==> config.mk <==
export PLATFORM = sky130hd
export DESIGN_NAME = vga_timing_gen
export DESIGN_NICKNAME = d
export VERILOG_FILES = /design/src/rtl/vga_pkg.sv /design/src/rtl/vga_axis_counter.sv /design/src/rtl/vga_timing_gen.sv
export SDC_FILE = /design/constraint.sdc
export NUM_CORES = 1
export LEC_CHECK = 0
export ABC_AREA = 1
export BUFFER_PORTS_ARGS = -buffer_cell sky130_fd_sc_hd__buf_2
export CORE_ASPECT_RATIO = 1.1
export CORE_UTILIZATION = 30
export CTS_CLUSTER_DIAMETER = 80
export CTS_CLUSTER_SIZE = 14
export DETAILED_ROUTE_END_ITERATION = 8
export SYNTH_ARGS = -nofsm -noshare
export SYNTH_HDL_FRONTEND = slang
export SYNTH_SLANG_ARGS = --single-unit
==> constraint.sdc <==
create_clock -name clk -period 2.6 [get_ports clk]
set_clock_uncertainty 0.15 [all_clocks]
set_input_delay 0.39 -clock clk [delete_from_list [all_inputs] [get_ports clk]]
set_output_delay 0.39 -clock clk [all_outputs]
set_load 0.005 [all_outputs]
==> src/rtl/vga_pkg.sv <==
// Shared VGA timing constants, axis state type and segment-total helper.
package vga_pkg;

  localparam int DEF_H_ACTIVE = 640;
  localparam int DEF_H_FP     = 16;
  localparam int DEF_H_SYNC   = 96;
  localparam int DEF_H_BP     = 48;
  localparam int DEF_V_ACTIVE = 480;
  localparam int DEF_V_FP     = 10;
  localparam int DEF_V_SYNC   = 2;
  localparam int DEF_V_BP     = 33;
  localparam int DEF_CNT_W    = 10;

  typedef enum logic [1:0] {
    AX_ACTIVE = 2'd0,
    AX_FRONT  = 2'd1,
    AX_SYNC   = 2'd2,
    AX_BACK   = 2'd3
  } axis_state_e;

  function automatic int axis_total(input int active, input int fp,
                                    input int sync, input int bp);
    return active + fp + sync + bp;
  endfunction

endpackage

==> src/rtl/vga_axis_counter.sv <==
// One raster axis: wrapping counter plus ACTIVE/FRONT/SYNC/BACK FSM.
// in_active and sync are registered from the next count, so they never skew against count.
module vga_axis_counter
  import vga_pkg::*;
#(
  parameter int ACTIVE = DEF_H_ACTIVE,
  parameter int FP     = DEF_H_FP,
  parameter int SYNC   = DEF_H_SYNC,
  parameter int BP     = DEF_H_BP,
  parameter bit POL    = 1'b0,
  parameter int CNT_W  = DEF_CNT_W
) (
  input  logic             clk,
  input  logic             rst,
  input  logic             step,
  output logic [CNT_W-1:0] count,
  output logic             in_active,
  output logic             sync,
  output logic             wrap
);

  localparam int TOTAL = axis_total(ACTIVE, FP, SYNC, BP);
  localparam logic [CNT_W-1:0] LAST       = CNT_W'(TOTAL - 1);
  localparam logic [CNT_W-1:0] FP_START   = CNT_W'(ACTIVE);
  localparam logic [CNT_W-1:0] SYNC_START = CNT_W'(ACTIVE + FP);
  localparam logic [CNT_W-1:0] BP_START   = CNT_W'(ACTIVE + FP + SYNC);

  if (FP == 0 || SYNC == 0 || BP == 0) begin : g_bad_seg
    $error("vga_axis_counter: porch and sync lengths must be nonzero");
  end
  if (TOTAL > (2 ** CNT_W)) begin : g_bad_width
    $error("vga_axis_counter: axis total does not fit in CNT_W bits");
  end

  axis_state_e      state_q, state_d;
  logic [CNT_W-1:0] count_q, count_d;
  logic             in_active_q, in_active_d;
  logic             sync_q, sync_d;

  always_ff @(posedge clk or posedge rst) begin
    if (rst) begin
      state_q     <= AX_ACTIVE;
      count_q     <= '0;
      in_active_q <= 1'b1;
      sync_q      <= ~POL;
    end else begin
      state_q     <= state_d;
      count_q     <= count_d;
      in_active_q <= in_active_d;
      sync_q      <= sync_d;
    end
  end

  // Segment boundaries are tested against the next count so the state
  // lands in the same cycle the count crosses the boundary.
  always_comb begin
    count_d = count_q;
    if (step) begin
      count_d = (count_q == LAST) ? '0 : count_q + CNT_W'(1);
    end
    state_d = state_q;
    unique case (state_q)
      AX_ACTIVE: if (count_d == FP_START)   state_d = AX_FRONT;
      AX_FRONT:  if (count_d == SYNC_START) state_d = AX_SYNC;
      AX_SYNC:   if (count_d == BP_START)   state_d = AX_BACK;
      AX_BACK:   if (count_d == '0)         state_d = AX_ACTIVE;
      default:                              state_d = AX_ACTIVE;
    endcase
  end

  always_comb begin
    in_active_d = (state_d == AX_ACTIVE);
    sync_d      = (state_d == AX_SYNC) ? POL : ~POL;
  end

  assign count     = count_q;
  assign in_active = in_active_q;
  assign sync      = sync_q;
  assign wrap      = (count_q == LAST);

endmodule

==> src/rtl/vga_timing_gen.sv <==
// VGA raster timing generator: horizontal axis steps on ce, vertical on ce at line wrap.
// All state holds while ce=0; strobes are registered from the next position.
module vga_timing_gen
  import vga_pkg::*;
#(
  parameter int H_ACTIVE = DEF_H_ACTIVE,
  parameter int H_FP     = DEF_H_FP,
  parameter int H_SYNC   = DEF_H_SYNC,
  parameter int H_BP     = DEF_H_BP,
  parameter int V_ACTIVE = DEF_V_ACTIVE,
  parameter int V_FP     = DEF_V_FP,
  parameter int V_SYNC   = DEF_V_SYNC,
  parameter int V_BP     = DEF_V_BP,
  parameter bit H_POL    = 1'b0,
  parameter bit V_POL    = 1'b0,
  parameter int CNT_W    = DEF_CNT_W
) (
  input  logic             clk,
  input  logic             rst,
  input  logic             ce,
  output logic             hsync,
  output logic             vsync,
  output logic             de,
  output logic [CNT_W-1:0] col,
  output logic [CNT_W-1:0] row,
  output logic             line_start,
  output logic             frame_start
);

  logic h_active, h_wrap;
  logic v_active, v_wrap;
  logic v_step;
  logic line_start_q, line_start_d;
  logic frame_start_q, frame_start_d;

  assign v_step = ce & h_wrap;

  vga_axis_counter #(
    .ACTIVE(H_ACTIVE), .FP(H_FP), .SYNC(H_SYNC), .BP(H_BP),
    .POL(H_POL), .CNT_W(CNT_W)
  ) u_h_axis (
    .clk(clk), .rst(rst), .step(ce),
    .count(col), .in_active(h_active), .sync(hsync), .wrap(h_wrap)
  );

  vga_axis_counter #(
    .ACTIVE(V_ACTIVE), .FP(V_FP), .SYNC(V_SYNC), .BP(V_BP),
    .POL(V_POL), .CNT_W(CNT_W)
  ) u_v_axis (
    .clk(clk), .rst(rst), .step(v_step),
    .count(row), .in_active(v_active), .sync(vsync), .wrap(v_wrap)
  );

  // Next col is 0 exactly when this ce cycle wraps the line; likewise for (0,0).
  always_comb begin
    line_start_d  = line_start_q;
    frame_start_d = frame_start_q;
    if (ce) begin
      line_start_d  = h_wrap;
      frame_start_d = h_wrap & v_wrap;
    end
  end

  always_ff @(posedge clk or posedge rst) begin
    if (rst) begin
      line_start_q  <= 1'b1;
      frame_start_q <= 1'b1;
    end else begin
      line_start_q  <= line_start_d;
      frame_start_q <= frame_start_d;
    end
  end

  // Both terms are flops updated on the same edge, so de carries no skew.
  assign de          = h_active & v_active;
  assign line_start  = line_start_q;
  assign frame_start = frame_start_q;

endmodule

==> flow_metrics.py, run 1 <==
metrics = {
    "outcome": {
        "status": "finished, final reports clean",
    },
    "synth": {
        "synth_area_mm2": 0.00225,
        "ys.warnings.count": 0,
        "yosysUniqueCellTypes": 27,
        "avgSynthCellArea_um2": 6.55,
        "ys_top_cells_by_area": "dfrtp_1, nand2_1, nor2_1",
        "syn_nets": 350,
        "seq_area_frac_synth_pct": 33.6,
        "ys_ff_latch": 30,
        "syn_inst": 344,
        "synth_top_area_share_pct": 26.6,
        "synth.largest_area_cell": "dfrtp_1",
    },
    "final_layout": {
        "layout-drive-gt1-share_pct": 23.3,
        "areaGrowthSynthToFinish_pct": 15.6,
        "final_area_mm2": 0.00261,
        "diodes": 0,
        "num-fill-cells": 757,
        "final_core_util_pct": 36.6,
        "fin_nets": 387,
    },
    "cts": {
        "clk-insertion-delay-late_ns": 0.28,
        "cts_tree": "done",
        "cts_resized": 0,
        "clockBufferDepth": 2,
        "cts_num_sinks": 30,
        "cts-root-buf": "clkbuf_8",
        "clk_pin_slew_ns": 0.07,
        "cts_buffers": 5,
        "htreeDepth": 2,
    },
    "sta": {
        "setup_tns_ns": 0,
        "drv_slew": 0,
        "hold_viol": 0,
        "period_minus_slack_ns": 2.34,
        "fmax_ghz": 0.427,
        "relSlewSlack_pct": 73.5,
        "setup_viol": 0,
        "tightest_slew_ns": 0.398,
        "fin_crit_sh_pct": 90.0,
        "rsz0062_at_grt": "no",
    },
    "critical_path": {
        "critPathSlowestCell": "dfrtp_1",
        "path_max_fanout": 10,
        "slowest_delay_ns": 0.41,
        "startpoint_type": "flop",
        "cp.arrival_ns": 2.36,
        "crit_chain": "ha_1 > nand2_2 > nor2_8 > nand2_4 > nor2_4 > buf_4 > nor2_2 > nor2_2 > nand3_2 > inv_1 > nand2_1 > nor2_1 > nor2_1 > nor2_2 > inv_1",
        "crit_type": "reg2reg",
        "worstPathRequired_ns": 2.62,
        "cp-end-kind": "flop",
        "crit_path_frequent_cell": "nor2_2",
    },
    "global_routing": {
        "grt_use_total_pct": 14.6,
        "antenna_found_initial": 0,
        "grt_max_degree": 31,
        "grt_pass1_vias": 1892,
        "grt_pass1_wl_um": 9030,
        "globalRoute.totalOverflow": 0,
    },
    "placed_design": {
        "hpwl_um": 4170,
        "gp_congestion": 0.882,
        "port_buffers": 27,
        "placed_cell_area_mm2": 0.00247,
    },
    "power_and_ir_drop": {
        "internal_power_uw": 917,
        "p_clk_share_pct": 25.6,
        "p_sw_share_pct": 39.6,
        "switchingPower_uw": 600,
        "p_leak_nw": 1.46,
        "p_seq_share_pct": 40.8,
        "pwr-share-comb_pct": 33.5,
        "max-vdd-ir-drop_v": 0.000267,
        "powerDensity_mw_per_mm2": 582,
    },
    "die": {
        "placementRows": 32,
        "fp.coreArea_mm2": 0.00713,
        "fp.dieArea_mm2": 0.00787,
        "die_height_um": 92.9,
        "die_w_um": 84.7,
        "ioPinCount": 28,
        "start_util_pct": 31.6,
    },
    "detailed_routing": {
        "vias": 2128,
        "viasPerCell": 4.56,
        "wl_per_cell_um": 11.6,
        "dr.pass1.iters": 6,
        "drcViolationCount": 0,
        "postRouteAntennaNets": 0,
        "first_iter_violations": 142,
        "drt_wl_total_um": 5440,
    },
    "job": {
        "maxCapViolCount": 0,
    },
    "worst_hold_path": {
        "min_path_type": "in2async",
    },
}
## metrics by stage
step	total power [mW]	setup slack, ns	cells	hold slack [ns]
finish	1.52	0.260	467	0.0324
global route	1.65	0.0322	467	0.0626
detailed placement	1.14	0.222	453	0.309
global placement	1.14	0.280	453	0.304
CTS	1.54	0.208	461	0.0375
floorplan	0.976	0.540	344	0.306
## synth_stat cells
library cell / n
nand2_4: 4
o21ai_1: 5
nor2_1: 54
nand3_1: 31
ha_1: 3
nor2_2: 8
o21ai_2: 1
a21o_1: 1
inv_2: 5
o21ai_0: 2
buf_2: 3
nand4_1: 6
nand3_2: 6
nor3_4: 1
a21oi_2: 1
nor3_1: 2
nand3_4: 1
inv_1: 52
buf_6: 3
dfstp_2: 6
nor2_4: 3
dfrtp_1: 24
nand3b_1: 1
o21bai_1: 2
nand2_1: 109
nor2_8: 1
nand2_2: 9
## cell usage in the layout, fill, tap and decap left out, drive strengths merged
cell type and n:
nand2 122, nor3 3, a21oi 1, clkbuf 7, ha 3, nand3b 1
a21o 1, dfrtp 24, o21bai 2, o21ai 8, dfstp 6, nand3 38
clkinv 1, buf 36, nor2 66, inv 57, nand4 6
## worst max-delay path: cells and delay by family, from the launching register on
kind          cells  cell delay [ns]
fa+ha+maj         1             0.22
buf+inv           3             0.29
flops             1             0.41
simple gates     11             1.17
## routing by layer
metal	GRT usage, %	share of wire [%]	up-vias
met1	19.7	47	960
met3	2.76	3.5	2
met2	24.0	49	42
met4	3.95	0.50	0
met5	0	0	-
li1	-	-	1124
## worst paths after layout
path | end | from | depth (start not counted) | slack (ns)
setup / recovery | u_v_axis.state_q[0]$_DFF_PP0_ | u_h_axis.count[0]$_DFF_PP0_ | 15 | 0.26
hold / removal | u_h_axis.count[1]$_DFF_PP0_ | rst | 3 | 0.03
setup reg to reg | u_v_axis.state_q[0]$_DFF_PP0_ | u_h_axis.count[0]$_DFF_PP0_ | 15 | 0.26
hold reg to reg | frame_start$_DFFE_PP1P_ | frame_start$_DFFE_PP1P_ | 2 | 0.32
max in group asynchronous | u_h_axis.sync$_DFF_PP1_ | rst | 3 | 1.94
min in group clk | frame_start$_DFFE_PP1P_ | frame_start$_DFFE_PP1P_ | 2 | 0.32
## cells by family after synthesis
family                   Yosys count  share of synthesized area, %
AO/OA/AOI/OAI                     12                          3.33
adder cells (fa/ha/maj)            3                          1.66
AND/OR/NAND/NOR                  236                          49.7
buffers and inverters             63                          11.7
flip-flops                        30                          33.6
## area by class of cell
class	count	area (µm²)	share of cell area (%)
Inverter	57	214	8.21
Sequential cell	30	758	29.1
Timing Repair Buffer	36	203	7.78
Clock buffer	7	86.3	3.31
Multi-Input combinational cell	251	1230	47.3
Tap cell	85	106	4.08
Clock inverter	1	5.00	0.192
## state kept, by name (all words and copies together), names as in the netlist
signal              flops
frame_start             1
line_start              1
u_h_axis.count         10
u_h_axis.in_active      1
u_h_axis.state_q        2
u_h_axis.sync           1
u_v_axis.count         10
u_v_axis.in_active      1
u_v_axis.state_q        2
u_v_axis.sync           1
## power by group through the flow
stage               Combinational, mW  Sequential (mW)  Clock (mW)
floorplan                       0.359            0.617           0
global placement                0.511            0.626           0
detailed placement              0.512            0.627           0
CTS                             0.515            0.619       0.410
global route                    0.578            0.634       0.434
finish                          0.508            0.619       0.389
## what timing repair did
action / in CTS / in global routing
setup buffers: 0 / 6
hold buffers: 0 / 0
endpoints found under the setup margin: 0 / 2
Note: power is estimated with default switching activity, not from simulation.
==> run 2: changes to the inputs <==
--- a/config.mk
+++ b/config.mk
@@ -7,11 +7,16 @@
 export LEC_CHECK = 0
 export ABC_AREA = 1
 export BUFFER_PORTS_ARGS = -buffer_cell sky130_fd_sc_hd__buf_2
+export CELL_PAD_IN_SITES_DETAIL_PLACEMENT = 1
+export CELL_PAD_IN_SITES_GLOBAL_PLACEMENT = 2
 export CORE_ASPECT_RATIO = 1.1
+export CORE_MARGIN = 1.5
 export CORE_UTILIZATION = 30
 export CTS_CLUSTER_DIAMETER = 80
 export CTS_CLUSTER_SIZE = 14
 export DETAILED_ROUTE_END_ITERATION = 8
+export PLACE_DENSITY_LB_ADDON = 0.1
+export RECOVER_POWER = 50
 export SYNTH_ARGS = -nofsm -noshare
 export SYNTH_HDL_FRONTEND = slang
 export SYNTH_SLANG_ARGS = --single-unit
==> run 2 against run 1 <==
The run now ends with design-rule violations, max-capacitance violations, max-slew violations left. Wire length up 17%. Clock power up 1%. Non-clock buffer count up 2. Total power up 0.76%. Worst hold slack better by 0.29 ns. Utilization up 0.32 points. Critical endpoint unchanged. Highest routed layer unchanged.
==> flow_metrics.py, run 2 (synthesis gave the netlist of run 1 again) <==
metrics = {
    "critical_path": {
        "cp.arrival_ns": 2.42,
        "slowest_delay_ns": 0.40,
        "worstPathRequired_ns": 2.62,
        "path_delay_family": "simple AND/OR/NAND/NOR gates",
        "startpoint_type": "flop",
        "cp-end-kind": "flop",
        "critPathSlowestCell": "dfrtp_1",
        "path_depth": 16,
        "path_max_fanout": 7,
        "crit_chain": "ha_1 > nand2_2 > nor2_8 > nand2_4 > nor2_4 > buf_12 > buf_4 > nand2_1 > nand2_1 > nand3_2 > inv_1 > nand2_1 > nor2_1 > nor2_1 > nor2_2 > inv_1",
        "reg2reg_depth": 16,
        "path_buf_inv": 4,
        "crit_type": "reg2reg",
        "crit_path_frequent_cell": "nand2_1",
    },
    "placed_design": {
        "gp_congestion": 0.734,
        "place_ws_ns": 0.142,
        "port_buffers": 27,
        "dp_cells": 455,
        "hpwl_um": 5140,
    },
    "sta": {
        "hold_viol": 0,
        "setup_tns_ns": 0,
        "holdWs_ns": 0.323,
        "tightest_slew_ns": 1.66,
        "relSlewSlack_pct": -10.9,
        "fin_crit_sh_pct": 92.4,
        "fin_ws_ns": 0.197,
        "setup_viol": 0,
        "fmax_ghz": 0.416,
        "drv_slew": 31,
        "period_minus_slack_ns": 2.40,
    },
    "power_and_ir_drop": {
        "p_leak_nw": 1.47,
        "fin_total_pwr_mw": 1.53,
        "max-vdd-ir-drop_v": 0.000264,
        "powerDensity_mw_per_mm2": 581,
    },
    "die": {
        "die_w_um": 85.7,
        "fp.coreArea_mm2": 0.00713,
        "ioPinCount": 28,
        "fp.dieArea_mm2": 0.00805,
        "die_height_um": 93.9,
        "placementRows": 32,
        "start_util_pct": 31.6,
    },
    "worst_hold_path": {
        "min_path_cells": 2,
        "min_path_type": "reg2reg",
    },
    "detailed_routing": {
        "route.met3.wl_um": 142,
        "wl_per_cell_um": 13.5,
        "dr_wl_met2_um": 2970,
        "viasPerCell": 4.61,
        "drcViolationCount": 2,
        "first_iter_violations": 53,
        "drt_wl_total_um": 6350,
        "vias": 2161,
        "postRouteAntennaNets": 0,
        "top_layer_used": "met4",
        "wl_met1_um": 3160,
        "dr.pass1.iters": 6,
    },
    "final_layout": {
        "final_cell_mix": "nand2_1, nor2_1, inv_1, nand3_1, buf_2",
        "layout-drive-gt1-share_pct": 23.4,
        "fin_nets": 389,
        "areaGrowthSynthToFinish_pct": 16.6,
        "num-fill-cells": 960,
        "instances_no_fill": 469,
        "diodes": 0,
        "final_common_cell": "nand2_1",
    },
    "cts": {
        "cts_buffers": 5,
        "clockBufferDepth": 2,
        "cts_tree": "done",
        "clk-insertion-delay-late_ns": 0.28,
        "cts_num_sinks": 30,
        "htreeDepth": 2,
        "postCtsHoldBufs": 0,
        "cts-root-buf": "clkbuf_8",
        "clk_pin_slew_ns": 0.07,
    },
    "global_routing": {
        "antenna_found_initial": 0,
        "grt_max_degree": 31,
        "globalRoute.totalOverflow": 0,
        "grt_use_total_pct": 17.5,
        "grt_pass1_wl_um": 10900,
        "grt_pass1_vias": 2264,
    },
    "outcome": {
        "violations": "design-rule violations, max-capacitance violations, max-slew violations",
        "status": "complete, but fails checks",
    },
    "job": {
        "maxCapViolCount": 1,
    },
}
## run 2: cell count changes in the layout (fill, tap and decap cells not counted), sizes merged
cell,before,now
clkbuf,7,9
## run 2: routing by layer
layer  vias to the layer above  track usage (%)
li1                       1120                -
met1                      1016             23.3
met2                        18             29.5
met3                         7             2.64
met4                         0             4.44
met5                         -                0
## run 2: final timing paths
check,from,end,slack (ns)
hold / removal,line_start$_DFFE_PP1P_,line_start$_DFFE_PP1P_,0.32
hold reg to reg,line_start$_DFFE_PP1P_,line_start$_DFFE_PP1P_,0.32
setup / recovery,u_h_axis.count[1]$_DFF_PP0_,u_v_axis.state_q[0]$_DFF_PP0_,0.20
setup reg to reg,u_h_axis.count[1]$_DFF_PP0_,u_v_axis.state_q[0]$_DFF_PP0_,0.20
min in group asynchronous,rst,u_h_axis.count[5]$_DFF_PP0_,0.53
max in group asynchronous,rst,u_v_axis.count[9]$_DFF_PP0_,0.81
## run 2: cell type report
type                    count  area (µm²)  share of cell area, %
inverters                  57         214                   8.14
multi-input cells         251        1230                   46.9
clock buffers               7        86.3                   3.28
repair buffers             38         225                   8.57
well taps                  85         106                   4.05
clock inverters             1        5.00                  0.190
flip-flops and latches     30         758                   28.8
## run 2: per-stage QoR
stage	util, %	area, µm²
detailed placement	34.9	2480
finish	36.9	2630
CTS	36.1	2580
global route	36.9	2630
floorplan	-	2250
global placement	34.9	2480
## run 2: power by group
group | total, mW | leakage (nW) | switching (mW) | internal (mW)
Sequential | 0.619 | 0.346 | 0.0878 | 0.531
Clock | 0.393 | 0.0482 | 0.180 | 0.213
Combinational | 0.516 | 1.07 | 0.343 | 0.172
## run 2: repair_timing
item | in CTS | in global routing
resized for setup | 0 | 1
endpoints found under the setup margin | 0 | 2
setup buffers | 0 | 6
## run 2: worst register-to-register path, stage by stage, from the launching register on
cell and delay (ns):
dfrtp_1 0.40, ha_1 0.23, nand2_2 0.13, nor2_8 0.16
nand2_4 0.08, nor2_4 0.19, buf_12 0.15, buf_4 0.11
nand2_1 0.04, nand2_1 0.11, nand3_2 0.12, inv_1 0.07
nand2_1 0.04, nor2_1 0.09, nor2_1 0.06, nor2_2 0.11
inv_1 0.04
==> run 3: changes to the inputs <==
--- a/config.mk
+++ b/config.mk
@@ -11,7 +11,7 @@
 export CELL_PAD_IN_SITES_GLOBAL_PLACEMENT = 2
 export CORE_ASPECT_RATIO = 1.1
 export CORE_MARGIN = 1.5
-export CORE_UTILIZATION = 30
+export CORE_UTILIZATION = 32
 export CTS_CLUSTER_DIAMETER = 80
 export CTS_CLUSTER_SIZE = 14
 export DETAILED_ROUTE_END_ITERATION = 8
==> run 3 against run 2 <==
The flow finishes with violations (max-capacitance violations, max-slew violations). Via count grew 2.1%. Utilization grew 2.0 points. First-iteration DRC count grew 25%. Global-route usage grew 0.30 points. Design area down 0.81%. Critical endpoint is now u_h_axis.sync$_DFF_PP1_. Clock power about the same. Maximum frequency grew 2.9%. Worst hold slack lost 0.00064 ns. Worst setup slack improved by 0.067 ns. Sequential share of layout area is 0.24 points higher. Final cell count shrank 0.85%. Register-to-register slack gained 0.07 ns.
==> flow_metrics.py, run 3 (synthesis gave the netlist of run 1 again) <==
metrics = {
    "outcome": {
        "status": "complete, but fails checks",
        "violations": "max-capacitance violations, max-slew violations",
    },
    "global_routing": {
        "grt_pass1_wl_um": 10800,
        "globalRoute.totalOverflow": 0,
        "antenna_found_initial": 0,
        "met3_usage_pct": 2.82,
        "top_usage_layer": "met2",
        "grt_pass1_vias": 2323,
        "grt_use_total_pct": 17.8,
        "use_met1_pct": 22.6,
        "grtUsageMet2_pct": 31.0,
        "grt_max_degree": 31,
    },
    "critical_path": {
        "rr_startpoint": "u_h_axis.count[0]$_DFF_PP0_",
        "worstPathRequired_ns": 2.66,
        "path_max_fanout": 5,
        "crit_type": "reg2reg",
        "startpoint_type": "flop",
        "critPathSlowestCell": "dfrtp_1",
        "reg2reg_depth": 14,
        "rrSetupSlack_ns": 0.26,
        "cp.arrival_ns": 2.40,
        "crit_chain": "ha_1 > nand2_2 > nor2_8 > nand3_1 > nand2_1 > nand2_1 > inv_1 > nand2_1 > nor2_1 > nand3_1 > nand2_1 > nand2_1 > nor2_2 > nand3_1",
        "slowest_delay_ns": 0.41,
        "crit_path_frequent_cell": "nand2_1",
        "cp-end-kind": "flop",
        "reg2reg_to": "u_h_axis.sync$_DFF_PP1_",
    },
    "power_and_ir_drop": {
        "max-vdd-ir-drop_v": 0.000297,
        "powerDensity_mw_per_mm2": 587,
        "p_leak_nw": 1.45,
    },
    "placed_design": {
        "gp_congestion": 0.769,
        "port_buffers": 27,
        "dp_cells": 452,
        "hpwl_um": 5070,
    },
    "worst_hold_path": {
        "hold_start": "line_start$_DFFE_PP1P_",
        "min_path_type": "reg2reg",
        "min_path_cells": 2,
        "hold_end": "line_start$_DFFE_PP1P_",
    },
    "cts": {
        "cts-root-buf": "clkbuf_8",
        "cts_num_sinks": 30,
        "cts_tree": "done",
        "clk-insertion-delay-late_ns": 0.28,
        "htreeDepth": 2,
        "postCtsHoldBufs": 0,
        "cts_buffers": 5,
        "clk_pin_slew_ns": 0.07,
        "clockBufferDepth": 2,
    },
    "job": {
        "maxCapViolCount": 1,
    },
    "final_layout": {
        "regArea_um2": 758,
        "layout-drive-gt1-share_pct": 22.7,
        "areaGrowthSynthToFinish_pct": 15.6,
        "instances_no_fill": 465,
        "fin_nets": 388,
        "multi_input_area_mm2": 0.00124,
        "diodes": 0,
        "final_cell_mix": "nand2_1, nor2_1, inv_1, nand3_1, buf_2",
        "num-fill-cells": 906,
        "final_common_cell": "nand2_1",
    },
    "detailed_routing": {
        "drcViolationCount": 0,
        "viasPerCell": 4.75,
        "dr.pass1.iters": 4,
        "first_iter_violations": 66,
        "drt_wl_total_um": 6320,
        "wl_per_cell_um": 13.6,
        "postRouteAntennaNets": 0,
        "vias": 2207,
    },
    "sta": {
        "holdWs_ns": 0.323,
        "rsz0062_at_grt": "no",
        "fin_crit_sh_pct": 89.9,
        "fmax_ghz": 0.428,
        "setup_tns_ns": 0,
        "tightest_slew_ns": 1.65,
        "relSlewSlack_pct": -9.88,
        "hold_viol": 0,
        "drv_slew": 31,
        "period_minus_slack_ns": 2.34,
        "setup_viol": 0,
    },
    "die": {
        "ioPinCount": 28,
        "start_util_pct": 33.6,
        "die_height_um": 91.0,
        "fp.coreArea_mm2": 0.00671,
        "fp.dieArea_mm2": 0.00756,
        "die_w_um": 83.0,
        "placementRows": 31,
    },
}
-- run 3: cell types whose count changed in the layout (fill, tap and decap cells not counted), sizes merged --
cell	delta
nor2	+1
buf	-3
clkbuf	+1
-- run 3: area by class of cell --
class                           count  share of cell area (%)
Inverter                           57                    8.21
Sequential cell                    30                    29.1
Timing Repair Buffer               36                    7.53
Clock inverter                      1                   0.192
Multi-Input combinational cell    252                    47.7
Tap cell                           82                    3.93
Clock buffer                        7                    3.31
-- run 3: critical path: cells and delay by family (launching register included) --
family        cells  cell delay, ns
fa+ha+maj         1            0.24
buf+inv           1            0.07
flops             1            0.41
simple gates     12            1.38
-- run 3: how the worst max path moves through the flow --
stage / startpoint / endpoint / slack (ns) / depth (start not counted)
2_1_floorplan: u_v_axis.count[0]$_DFF_PP0_ / u_v_axis.state_q[0]$_DFF_PP0_ / 0.54 / 15
3_3_place_gp: u_h_axis.count[0]$_DFF_PP0_ / u_v_axis.state_q[0]$_DFF_PP0_ / 0.14 / 14
3_5_place_dp: u_h_axis.count[0]$_DFF_PP0_ / u_v_axis.state_q[0]$_DFF_PP0_ / 0.14 / 14
4_1_cts: u_h_axis.count[0]$_DFF_PP0_ / u_v_axis.state_q[0]$_DFF_PP0_ / 0.12 / 14
5_1_grt: u_h_axis.count[0]$_DFF_PP0_ / u_h_axis.in_active$_DFF_PP1_ / 0.004 / 13
6_report: u_h_axis.count[0]$_DFF_PP0_ / u_h_axis.sync$_DFF_PP1_ / 0.26 / 14
-- run 3: stage by stage --
stage               util (%)  area (µm²)  power [mW]  worst slack [ns]
CTS                     38.3        2570        1.56             0.123
finish                  38.9        2610        1.53             0.263
detailed placement      37.0        2480        1.15             0.142
global route            38.9        2610        1.65           0.00410
global placement        37.0        2480        1.15             0.144
floorplan                  -        2250       0.976             0.540
-- run 3: routing by layer --
| layer | vias to the layer above | routed length (µm) |
|---|---|---|
| met1 | 1053 | 2950 |
| met2 | 20 | 3170 |
| met4 | 0 | 65 |
| li1 | 1127 | - |
| met3 | 7 | 142 |
| met5 | - | 0 |
-- run 3: report_power, final --
part | internal [mW] | switching [mW] | leakage (nW)
clock network | 0.213 | 0.181 | 0.0482
registers | 0.531 | 0.0865 | 0.346
logic | 0.171 | 0.348 | 1.06
total | 0.915 | 0.616 | 1.45
-- run 3: timing repair --
action	in CTS	in global routing
gates resized for setup	0	1
buffers inserted	0	4
endpoints found under the setup margin	0	4
